### config.mk
export PLATFORM = sky130hd
export DESIGN_NAME = change_dispenser_flat
export DESIGN_NICKNAME = d
export VERILOG_FILES = /design/src/rtl/change_dispenser_if.sv /design/src/rtl/change_dispenser.sv /design/src/flat_wrapper.sv
export SDC_FILE = /design/constraint.sdc
export NUM_CORES = 1
export LEC_CHECK = 0
export ABC_AREA = 0
export CAP_MARGIN = 30
export CORE_ASPECT_RATIO = 2
export CORE_MARGIN = 1.5
export CORE_UTILIZATION = 52
export CTS_BUF_LIST = sky130_fd_sc_hd__clkbuf_4 sky130_fd_sc_hd__clkbuf_8 sky130_fd_sc_hd__clkbuf_16
export CTS_CLUSTER_SIZE = 8
export DETAILED_ROUTE_END_ITERATION = 7
export PLACE_DENSITY = 0.79
export SETUP_SLACK_MARGIN = 0.2
export SLEW_MARGIN = 5
export SYNTH_ARGS = -nofsm -noshare
export SYNTH_HDL_FRONTEND = slang
export SYNTH_SLANG_ARGS = --single-unit
### constraint.sdc
create_clock -name sys_clk -period 3.3 [get_ports sys_clk]
set_input_delay 0.66 -clock sys_clk [delete_from_list [all_inputs] [get_ports sys_clk]]
set_output_delay 0.66 -clock sys_clk [all_outputs]
set_load 0.01 [all_outputs]
### src/rtl/change_dispenser_if.sv
// Request/status bundle between the vending FSM (master) and the change dispenser (slave).
interface change_dispenser_if;
  logic       start;
  logic [7:0] amount;
  logic       busy;
  logic       done;
  logic [7:0] remaining;
  logic [3:0] coin_cnt;

  modport master (
    output start, amount,
    input  busy, done, remaining, coin_cnt
  );

  modport slave (
    input  start, amount,
    output busy, done, remaining, coin_cnt
  );
endinterface

### src/rtl/change_dispenser.sv
// Greedy change payout: turns an amount into a train of single-denomination
// dispense pulses (50/20/10/5/1), largest first, gated per item by hopper_ready.
module change_dispenser #(
  parameter int PULSE_CYCLES = 4,
  parameter int GAP_CYCLES   = 4
) (
  input  logic                sys_clk,
  input  logic                sys_rst_n,
  change_dispenser_if.slave   bus,
  input  logic                hopper_ready,
  output logic                out_money_fifty,
  output logic                out_money_twenty,
  output logic                out_money_ten,
  output logic                out_money_five,
  output logic                out_money_one
);

  typedef enum logic [2:0] {IDLE, SELECT, PULSE, GAP, DONE} state_t;

  localparam int MAX_CYCLES = (PULSE_CYCLES > GAP_CYCLES) ? PULSE_CYCLES : GAP_CYCLES;
  localparam int CW         = (MAX_CYCLES > 1) ? $clog2(MAX_CYCLES) : 1;
  localparam logic [CW-1:0] PULSE_LAST = CW'(PULSE_CYCLES - 1);
  localparam logic [CW-1:0] GAP_LAST   = CW'(GAP_CYCLES - 1);

  state_t        state;
  logic [CW-1:0] cnt;
  logic [7:0]    remaining_q;
  logic [3:0]    coin_cnt_q;
  logic          busy_q;
  logic          done_q;
  // One-hot {fifty, twenty, ten, five, one}; doubles as the item being paid.
  logic [4:0]    money_q;
  logic [4:0]    pick;
  logic [7:0]    denom;

  // Largest denomination that still fits in what is left to pay.
  always_comb begin
    pick = 5'b00000;
    if (remaining_q >= 8'd50)      pick = 5'b10000;
    else if (remaining_q >= 8'd20) pick = 5'b01000;
    else if (remaining_q >= 8'd10) pick = 5'b00100;
    else if (remaining_q >= 8'd5)  pick = 5'b00010;
    else if (remaining_q >= 8'd1)  pick = 5'b00001;
  end

  always_comb begin
    denom = 8'd0;
    unique case (money_q)
      5'b10000: denom = 8'd50;
      5'b01000: denom = 8'd20;
      5'b00100: denom = 8'd10;
      5'b00010: denom = 8'd5;
      5'b00001: denom = 8'd1;
      default:  denom = 8'd0;
    endcase
  end

  // remaining is only reduced once the full pulse has gone out, so a reset
  // mid-pulse never counts a truncated item.
  always_ff @(posedge sys_clk or negedge sys_rst_n) begin
    if (!sys_rst_n) begin
      state       <= IDLE;
      cnt         <= '0;
      remaining_q <= 8'd0;
      coin_cnt_q  <= 4'd0;
      busy_q      <= 1'b0;
      done_q      <= 1'b0;
      money_q     <= 5'b00000;
    end else begin
      done_q <= 1'b0;
      unique case (state)
        IDLE: begin
          if (bus.start) begin
            remaining_q <= bus.amount;
            coin_cnt_q  <= 4'd0;
            busy_q      <= 1'b1;
            if (bus.amount != 8'd0) begin
              state <= SELECT;
            end else begin
              state  <= DONE;
              done_q <= 1'b1;
            end
          end
        end
        SELECT: begin
          if (remaining_q == 8'd0) begin
            state  <= DONE;
            done_q <= 1'b1;
          end else if (hopper_ready) begin
            money_q <= pick;
            cnt     <= '0;
            state   <= PULSE;
          end
        end
        PULSE: begin
          if (cnt == PULSE_LAST) begin
            money_q     <= 5'b00000;
            remaining_q <= remaining_q - denom;
            if (coin_cnt_q != 4'd15) coin_cnt_q <= coin_cnt_q + 4'd1;
            cnt         <= '0;
            state       <= GAP;
          end else begin
            cnt <= cnt + 1'b1;
          end
        end
        GAP: begin
          if (cnt == GAP_LAST) begin
            cnt   <= '0;
            state <= SELECT;
          end else begin
            cnt <= cnt + 1'b1;
          end
        end
        DONE: begin
          busy_q <= 1'b0;
          state  <= IDLE;
        end
        default: begin
          state   <= IDLE;
          busy_q  <= 1'b0;
          money_q <= 5'b00000;
        end
      endcase
    end
  end

  assign bus.busy         = busy_q;
  assign bus.done         = done_q;
  assign bus.remaining    = remaining_q;
  assign bus.coin_cnt     = coin_cnt_q;
  assign out_money_fifty  = money_q[4];
  assign out_money_twenty = money_q[3];
  assign out_money_ten    = money_q[2];
  assign out_money_five   = money_q[1];
  assign out_money_one    = money_q[0];

endmodule

### src/flat_wrapper.sv
// flat-port wrapper written by rule: the top's interface ports become plain ports
module change_dispenser_flat 
#(
  parameter int PULSE_CYCLES = 4,
  parameter int GAP_CYCLES   = 4
)
  (sys_clk, sys_rst_n, hopper_ready, out_money_fifty, out_money_twenty, out_money_ten, out_money_five, out_money_one, bus_start, bus_amount, bus_busy, bus_done, bus_remaining, bus_coin_cnt);
  change_dispenser_if bus_i ();
  input  logic sys_clk;
  input  logic sys_rst_n;
  input  logic hopper_ready;
  output logic out_money_fifty;
  output logic out_money_twenty;
  output logic out_money_ten;
  output logic out_money_five;
  output logic out_money_one;
  input wire logic [$bits(bus_i.start)-1:0] bus_start;
  input wire logic [$bits(bus_i.amount)-1:0] bus_amount;
  output wire logic [$bits(bus_i.busy)-1:0] bus_busy;
  output wire logic [$bits(bus_i.done)-1:0] bus_done;
  output wire logic [$bits(bus_i.remaining)-1:0] bus_remaining;
  output wire logic [$bits(bus_i.coin_cnt)-1:0] bus_coin_cnt;
  assign bus_i.start = bus_start;
  assign bus_i.amount = bus_amount;
  assign bus_busy = bus_i.busy;
  assign bus_done = bus_i.done;
  assign bus_remaining = bus_i.remaining;
  assign bus_coin_cnt = bus_i.coin_cnt;
  change_dispenser #(.PULSE_CYCLES(PULSE_CYCLES), .GAP_CYCLES(GAP_CYCLES)) u_core (.sys_clk(sys_clk), .sys_rst_n(sys_rst_n), .bus(bus_i), .hopper_ready(hopper_ready), .out_money_fifty(out_money_fifty), .out_money_twenty(out_money_twenty), .out_money_ten(out_money_ten), .out_money_five(out_money_five), .out_money_one(out_money_one));
endmodule
* Word-level counts from Yosys, hierarchy flattened *
Index checks and enable logic that the tools add are counted.

storage, ports and cells
  register bits = 24
  bits of input ports = 12

operators by class
  bitwise operators = 2
  $add $sub $neg = 3
  equality and inequality tests = 18
  reductions and logical operators = 14
  multiplexer cells = 34
  magnitude comparators = 5

operator list
  cell                                                    count
  2-to-1 mux 5 bit                                        7
  one-hot mux 6 bit (5 select lines)                      1
  2-to-1 mux 3 bit                                        6
  2-to-1 mux 8 bit                                        2
  one-hot mux 8 bit (2 select lines)                      1
  one-hot mux 5 bit (3 select lines)                      1
  2-to-1 mux 4 bit                                        3
  one-hot mux 3 bit (4 select lines)                      1
  AND reduction 4 bit                                     3
  >= comparator 8 x 1 -> 1 bit (second input constant)    1
  >= comparator 8 x 3 -> 1 bit (second input constant)    1
  >= comparator 8 x 4 -> 1 bit (second input constant)    1
  >= comparator 8 x 5 -> 1 bit (second input constant)    1
  >= comparator 8 x 6 -> 1 bit (second input constant)    1
  zero test 8 bit                                         1
  one-hot mux 4 bit (2 select lines)                      1
  nonzero test 8 bit                                      1
  subtractor 8 x 6 -> 8 bit                               1
  equality test 3 x 2 -> 1 bit (second input constant)    2
  2-to-1 mux 2 bit                                        3
  inequality test 2 x 1 -> 1 bit (second input constant)  3
  inequality test 2 bit (second input constant)           3
  AND reduction 3 bit                                     2
  OR reduction 3 bit                                      2
  other kinds (20)                                        27

* Logic depth before layout (Yosys ltp) *
Gate-level depths: netlist of the first run.

  word-level depth = 9
  gate-level depth with buffers = 9
  depth with buffers taken out = 9

* Worst setup path before layout of the first run *
OpenSTA, ideal clock, no wires.

  path kind = reg-to-reg
  from = register u_core.money_q[3]
  to = register u_core.remaining_q[7], in the netlist u_core.bus.remaining[7]
  library setup time = 71 ps
  arrival = 2274 ps
  path buffers = 0
  data required time = 3229 ps
  cell stages (with the launch flop) = 8
  setup slack = 956 ps
  cell sequence = dfrtp_1 > xnor2_1 > or4_1 > ha_1 > a21oi_1 > a21oi_1 > or4b_1 > nand4_1

between the ends
  word-level cells in the longest chain between the ends = 5
  elaborated cells between the ends (all ways) = 9
  classes of those cells = 1 x add/sub; 5 x eq/ne; 3 x mux

RTL lines
  item                                                  RTL line                source
  start, declared                                       change_dispenser.sv:32  logic [4:0] money_q;
  start signal, assigned                                change_dispenser.sv:90  money_q <= pick;
  equality test 5 x 1 -> 1 bit (tied with other cells)  change_dispenser.sv:48  unique case (money_q)
  one-hot mux 6 bit (5 select lines) *                  change_dispenser.sv:48
  subtractor 8 x 6 -> 8 bit *                           change_dispenser.sv:98  remaining_q <= remaining_q - denom;
  2-to-1 mux 8 bit *                                    change_dispenser.sv:96  if (cnt == PULSE_LAST) begin
  one-hot mux 8 bit (2 select lines) *                  change_dispenser.sv:71  unique case (state)
  end signal, assigned                                  change_dispenser.sv:74  remaining_q <= bus.amount;
  end signal, assigned                                  change_dispenser.sv:98
  end, declared                                         change_dispenser.sv:27  logic [7:0] remaining_q;

Every way passes the cells marked *; elsewhere a longest branch is shown, timed or not. The select of a mux whose other input is x is not followed.
A chain may end at the register's enable or synchronous reset.

* Worst setup path after layout of the first run *
Same ends and word-level chain as after synthesis.

==> results of run 1 <==
layout by cell type, fill, tap and decap left out, drive strengths merged, types with 4 or more instances in the layout:
master	count
nand2	21
clkdlybuf4s50	30
nand2b	4
nor3	5
nor2	14
o211ai	5
a21oi	10
inv	7
ha	8
mux2	4
a31oi	4
or3	5
dfrtp	24
nand3	10
o21ai	12
worst max-delay path, stage by stage, from the launching register on:
cell and delay [ps]:
sky130_fd_sc_hd__dfrtp_1 470, sky130_fd_sc_hd__xnor2_1 150, sky130_fd_sc_hd__or4_1 430, sky130_fd_sc_hd__ha_1 370
sky130_fd_sc_hd__a21oi_1 330, sky130_fd_sc_hd__a21oi_1 170, sky130_fd_sc_hd__or4b_1 530, sky130_fd_sc_hd__nand4_1 110
per-layer routing:
layer,global-route usage [%],vias up,part of all wire [%],routed length [µm]
met3,2.80,11,3.2,144
met4,12.9,0,3.4,154
li1,-,802,-,-
met1,30.6,821,39,1730
met2,49.7,45,55,2460
met5,0,-,0,0
worst min path at each step:
stage	start	to	slack, ps	depth (start not counted)
global placement	u_core.cnt[1]$_DFFE_PN0P_	u_core.cnt[1]$_DFFE_PN0P_	520	2
CTS	u_core.cnt[1]$_DFFE_PN0P_	u_core.cnt[1]$_DFFE_PN0P_	560	2
global route	u_core.bus.busy$_DFFE_PN0P_	u_core.bus.busy$_DFFE_PN0P_	580	2
detailed placement	u_core.bus.busy$_DFFE_PN0P_	u_core.bus.busy$_DFFE_PN0P_	540	2
finish	u_core.bus.busy$_DFFE_PN0P_	u_core.bus.busy$_DFFE_PN0P_	550	2
floorplan	sys_rst_n	u_core.bus.busy$_DFFE_PN0P_	360	0
final cells by class:
type	instances	area, µm²
Clock buffer	3	41.3
Clock inverter	1	30.0
Fill cell	264	1030
Inverter	7	26.3
Multi-Input combinational cell	161	1070
Sequential cell	24	601
Tap cell	31	38.8
Timing Repair Buffer	33	323
sequential cells by signal, summed over array words and instances (netlist names):
signal,count
u_core.cnt,2
u_core.bus.done,1
u_core.bus.remaining,8
u_core.bus.coin_cnt,4
u_core.money_q,5
u_core.state,3
u_core.bus.busy,1
power groups by stage:
stage          clock, W  combinational (W)  sequential (W)
2_1_floorplan         0           0.000770        0.000555
3_3_place_gp          0            0.00108        0.000588
3_5_place_dp          0            0.00111        0.000598
4_1_cts        0.000270            0.00112        0.000592
5_1_grt        0.000281            0.00126        0.000620
6_report       0.000268            0.00112        0.000595
stage by stage:
stage	std cells	area (µm²)	setup WS [ps]	util (%)	power, W
global placement	256	2050	785	65.1	0.00167
CTS	260	2130	675	67.3	0.00198
detailed placement	256	2050	693	65.1	0.00171
floorplan	200	1730	956	-	0.00132
global route	260	2130	505	67.3	0.00217
finish	260	2130	678	67.3	0.00199
cells by family (layout without fill, tap and decap cells):
family	count (synthesis)	count (layout)	share of synthesized area (%)
flops	24	24	34.7
simple gates	83	83	25.7
xor+xnor	5	5	2.53
mux	7	7	4.34
compound gates	57	57	22.0
buf+inv	15	44	3.76
fa+ha+maj	9	9	6.94
==> results_dict.tcl, run 1 <==
set metrics [dict create \
    worstSkewPairLatency_ps 280 \
    antennaDiodeCount 0 \
    pwr-share-seq_pct 29.9 \
    finalSetupTns_ps 0 \
    clock_buffers_created_by_tritoncts 3 \
    synth_seq_cells 24 \
    avgSynthCellArea_um2 8.66 \
    synthesis.yosys.warnings 0 \
    reg2reg_depth 7 \
    fraction_of_post_synthesis_cell_area_in_the_top_cell_type_by_area_pct 34.7 \
    power_frac_clock_pct 13.5 \
    critPathArrivalTime_ps 2840 \
    mappedNetlistArea_mm2 0.00173 \
    maxCapViolCount 0 \
    layout-area-overhead-vs-synth_pct 22.8 \
    largest_cells_by_area_after_synthesis "sky130_fd_sc_hd__dfrtp_1 35%, sky130_fd_sc_hd__ha_1 5.8%, sky130_fd_sc_hd__nand2_1 4.6%" \
    worst_ep_required_time_ps 3510 \
    end_kind "flop" \
    switchingPower_w 0.000895 \
    timing.critical_path.fanout_max 7 \
    num_vias 1679 \
    finalNetCount 251 \
    layout_min_cycle_time_ps 2620 \
    timing_max_transition_violations_final 0 \
    synth_common_cells "24 x sky130_fd_sc_hd__dfrtp_1, 21 x sky130_fd_sc_hd__nand2_1, 14 x sky130_fd_sc_hd__nor2_1, 12 x sky130_fd_sc_hd__o21ai_0" \
    synth.distinct_cells 54 \
    postSynth.topFlopCell "sky130_fd_sc_hd__dfrtp_1" \
    layout_worst_path_cycle_share_pct 79.5 \
    power.leakage_nw 0.864 \
    hpwl_mm 3.38 \
    num_io_pins 31 \
    start_util_pct 54.9 \
    yosys.cell_count.top_type "sky130_fd_sc_hd__dfrtp_1" \
    die_h_um 84.6 \
    cts_max_level 1 \
    die_width_um 43.8 \
    wl_per_cell_um 17.3 \
    clock-skew-final_ps 2.21 \
    routabilityCongestion 0.878 \
    run_status "finished, final reports clean" \
    fmax_mhz 381 \
    tritoncts_num_sinks 24 \
    cts_tree "yes" \
    maxSlewHeadroom_pct 51.8 \
    cts.root.buffer_cell "sky130_fd_sc_hd__clkbuf_8" \
    power.density_mw_per_mm2 934 \
    irDropWorstVdd_mv 0.552 \
    post_cts_resize_count 0 \
    cts_setup_buffers 0 \
    p_int_w 0.00109 \
    grt_start_max_net_pins 25 \
    fraction_of_the_yosys_area_taken_by_sequential_cells_pct 34.7 \
    fp-row-count 29 \
    postRouteWirelength_mm 4.49 \
    worst_hold_slack_ps 550 \
    timing.setup.critical_path_class "flop to flop" \
    cts_hold_buffers 0 \
    dieArea_mm2 0.00371 \
    grt.total_usage_pct 27.7 \
    grt_pass1_vias 1684 \
    number_of_antenna_violations_at_the_first_check_in_global_routing 0 \
    area_of_the_core_mm2 0.00316 \
    post_route_cells_drive_above_1_share_pct 6.99 \
    post_synthesis_cell_type_with_the_largest_combined_area "sky130_fd_sc_hd__dfrtp_1" \
    synth_edf_count 0 \
    final_antenna_net_count 0 \
    worstSetupStartpoint "u_core.money_q[3]$_DFFE_PN0P_" \
    iter_0_drt_violations 29 \
    detail_route.first_pass.iterations 4 \
    regToRegSetupSlack_ps 680 \
    critical_path.startpoint_type "flop" \
    rr_endpoint "u_core.bus.remaining[7]$_DFFE_PN0P_" \
    async_s_r_ff_share_synth_pct 100 \
    viasPerCell 6.46 \
    port_buffers 30 \
    p_comb_share_pct 56.6 \
    p_sw_share_pct 45.1 \
    unrepaired_setup_endpoints_after_global_routing "false" \
    hold_viol 0 \
    max_slew.worst_pin.slew_ps 719 \
    rr_startpoint "u_core.money_q[3]$_DFFE_PN0P_" \
    mappedNetlistNets 221 \
    drc_errors 0 \
    grt_pass1_wl_mm 7.89 \
    worstSetupEndpoint "u_core.bus.remaining[7]$_DFFE_PN0P_" \
    setup_viol 0 \
    ctsLongestPathBuffers 2 \
    clkTransAtPathRegs_ps 90 \
    hp-class "flop to flop" \
    syn-instance-count 200 \
    grt.overflow.total 0 \
]
Power figures use the tool's default switching activity.
==> run 2, diff against run 1 <==
- clock period: 3.3 -> 2.6 ns (I/O delays scaled with it)
==> run 2 against run 1 <==
First-iteration DRC count grew 28%. Die area is the same. Sequential share of layout area shrank 1.2 points. Fmax grew 13%. Clock skew is essentially flat. Via count grew 2.0%. Sequential power grew 30%. Total power grew 35%. Sequential cell count is the same. Final area grew 5.5%. Core utilization grew 3.7 points. Critical path type unchanged.
==> results_dict.tcl, run 2 (synthesized netlist as in run 1, its figures left out) <==
set metrics [dict create \
    setup_viol 0 \
    maxSlewHeadroom_pct 66.4 \
    port_buffers 30 \
    regToRegSetupSlack_ps 280 \
    tritoncts_num_sinks 24 \
    num_io_pins 31 \
    met3RoutedLength_um 118 \
    top_layer_used "met4" \
    worstSkewPairLatency_ps 270 \
    layout-area-overhead-vs-synth_pct 29.5 \
    start_util_pct 54.9 \
    grt_start_max_net_pins 25 \
    reg2reg_depth 7 \
    die_width_um 43.8 \
    largest_reg_flops 8 \
    fp-row-count 29 \
    num_vias 1713 \
    rr_endpoint "u_core.bus.remaining[7]$_DFFE_PN0P_" \
    grt.overflow.total 0 \
    layout.cells.most_common_list "30 x sky130_fd_sc_hd__clkdlybuf4s50_1, 21 x sky130_fd_sc_hd__nand2_1, 20 x sky130_fd_sc_hd__dfrtp_1" \
    switchingPower_w 0.00120 \
    p_comb_share_pct 58.8 \
    pwr-share-seq_pct 28.9 \
    post_route_cells_drive_above_1_share_pct 15.4 \
    grt_pass1_vias 1702 \
    number_of_antenna_violations_at_the_first_check_in_global_routing 0 \
    irDropWorstVdd_mv 0.761 \
    layout_worst_path_cycle_share_pct 89.1 \
    clkTransAtPathRegs_ps 90 \
    power.leakage_nw 0.892 \
    viasPerCell 6.46 \
    wl_per_cell_um 17.8 \
    layout_min_cycle_time_ps 2320 \
    rr_startpoint "u_core.money_q[3]$_DFFE_PN0P_" \
    hp-class "flop to flop" \
    detail_route.first_pass.iterations 4 \
    max_slew.worst_pin.slew_ps 500 \
    fmax_mhz 432 \
    layout.cells.most_common "sky130_fd_sc_hd__clkdlybuf4s50_1" \
    m1WireLength_mm 1.76 \
    critPathArrivalTime_ps 2520 \
    worst_slack_ps 283 \
    cts_hold_buffers 0 \
    end_kind "flop" \
    total_power_w 0.00267 \
    final_antenna_net_count 0 \
    worst_ep_required_time_ps 2810 \
    timing.setup.critical_path_class "flop to flop" \
    grt.total_usage_pct 27.1 \
    iter_0_drt_violations 37 \
    hold-path-endpoint "u_core.bus.busy$_DFFE_PN0P_" \
    final_util_pct 71.0 \
    clock_buffers_created_by_tritoncts 3 \
    timing_max_transition_violations_final 0 \
    holdCritStartpoint "u_core.bus.busy$_DFFE_PN0P_" \
    cts_tree "yes" \
    clock-skew-final_ps 2.68 \
    timing.critical_path.fanout_max 7 \
    drc_errors 0 \
    critical_path.startpoint_type "flop" \
    hold_viol 0 \
    cts_max_level 1 \
    worst_hold_path.num_cells 2 \
    wl_met2_mm 2.64 \
    power.density_mw_per_mm2 1190 \
    run_status "finished, final reports clean" \
    die_h_um 84.6 \
    hpwl_mm 3.58 \
    antennaDiodeCount 0 \
    ctsLongestPathBuffers 2 \
    dp_worst_setup_slack_ps 42.1 \
    maxCapViolCount 0 \
    unrepaired_setup_endpoints_after_global_routing "true" \
    cts.root.buffer_cell "sky130_fd_sc_hd__clkbuf_8" \
    dieArea_mm2 0.00371 \
    postRouteWirelength_mm 4.71 \
    p_int_w 0.00147 \
    area_of_the_core_mm2 0.00316 \
    p_sw_share_pct 44.9 \
    grt_pass1_wl_mm 7.63 \
    routabilityCongestion 0.891 \
    finalNetCount 256 \
    power_frac_clock_pct 12.3 \
    worst_hold_slack_ps 544 \
    finalSetupTns_ps 0 \
]
-- run 2: cell types whose count changed in the layout (fill, tap and decap cells not counted), moves of 2 or more --
| cell | change |
|---|---|
| sky130_fd_sc_hd__a211oi_1 | -2 |
| sky130_fd_sc_hd__dfrtp_1 | -4 |
| sky130_fd_sc_hd__a211oi_2 | +2 |
| sky130_fd_sc_hd__a21oi_1 | -2 |
| sky130_fd_sc_hd__ha_1 | -2 |
| sky130_fd_sc_hd__dfrtp_2 | +4 |
| sky130_fd_sc_hd__buf_4 | +5 |
-- run 2: how the worst max path moves through the flow --
stage	start	end	slack [ps]	depth (start not counted)
6_report	u_core.money_q[3]$_DFFE_PN0P_	u_core.bus.remaining[7]$_DFFE_PN0P_	280	7
5_1_grt	u_core.money_q[3]$_DFFE_PN0P_	u_core.bus.remaining[4]$_DFFE_PN0P_	180	8
4_1_cts	u_core.money_q[3]$_DFFE_PN0P_	u_core.bus.remaining[7]$_DFFE_PN0P_	170	7
3_5_place_dp	u_core.money_q[3]$_DFFE_PN0P_	u_core.bus.remaining[7]$_DFFE_PN0P_	40	7
3_3_place_gp	u_core.money_q[3]$_DFFE_PN0P_	u_core.bus.remaining[7]$_DFFE_PN0P_	120	7
2_1_floorplan	u_core.money_q[3]$_DFFE_PN0P_	u_core.bus.remaining[7]$_DFFE_PN0P_	260	7
-- run 2: metrics by stage --
stage / instance area, µm² / cells
5_1_grt: 2240 / 265
6_report: 2240 / 265
3_5_place_dp: 2080 / 259
2_1_floorplan: 1730 / 200
3_3_place_gp: 2080 / 259
4_1_cts: 2210 / 265
-- run 2: power groups by stage --
| stage | clock network, W | logic [W] | registers [W] |
|---|---|---|---|
| finish | 0.000328 | 0.00157 | 0.000774 |
| global route | 0.000351 | 0.00172 | 0.000802 |
| CTS | 0.000334 | 0.00152 | 0.000754 |
| detailed placement | 0 | 0.00145 | 0.000759 |
| global placement | 0 | 0.00138 | 0.000748 |
| floorplan | 0 | 0.000978 | 0.000704 |
-- run 2: cell type report --
type,instances,area [µm²]
inverters,7,26.3
repair buffers,38,360
clock inverters,1,30.0
well taps,31,38.8
multi-input cells,161,1140
clock buffers,3,41.3
fillers,246,915
flip-flops and latches,24,606
-- run 2: worst max-delay path, cell delays in order, from the launching register on --
cell,delay [ps]
sky130_fd_sc_hd__dfrtp_2,480
sky130_fd_sc_hd__xnor2_1,160
sky130_fd_sc_hd__or4_4,460
sky130_fd_sc_hd__ha_4,270
sky130_fd_sc_hd__a21oi_4,180
sky130_fd_sc_hd__a21oi_1,110
sky130_fd_sc_hd__or4b_1,510
sky130_fd_sc_hd__nand4_1,100
-- run 2: metal layers --
| layer | track usage [%] | up-vias |
|---|---|---|
| li1 | - | 821 |
| met1 | 29.2 | 833 |
| met2 | 48.9 | 44 |
| met3 | 2.37 | 15 |
| met4 | 14.3 | 0 |
| met5 | 0 | - |
-- run 2: repair_timing --
item,in CTS,in global routing
resized for setup,12,6
pin swaps,7,3
setup buffers,2,0
setup endpoints to repair,4,5
gates cloned,0,0
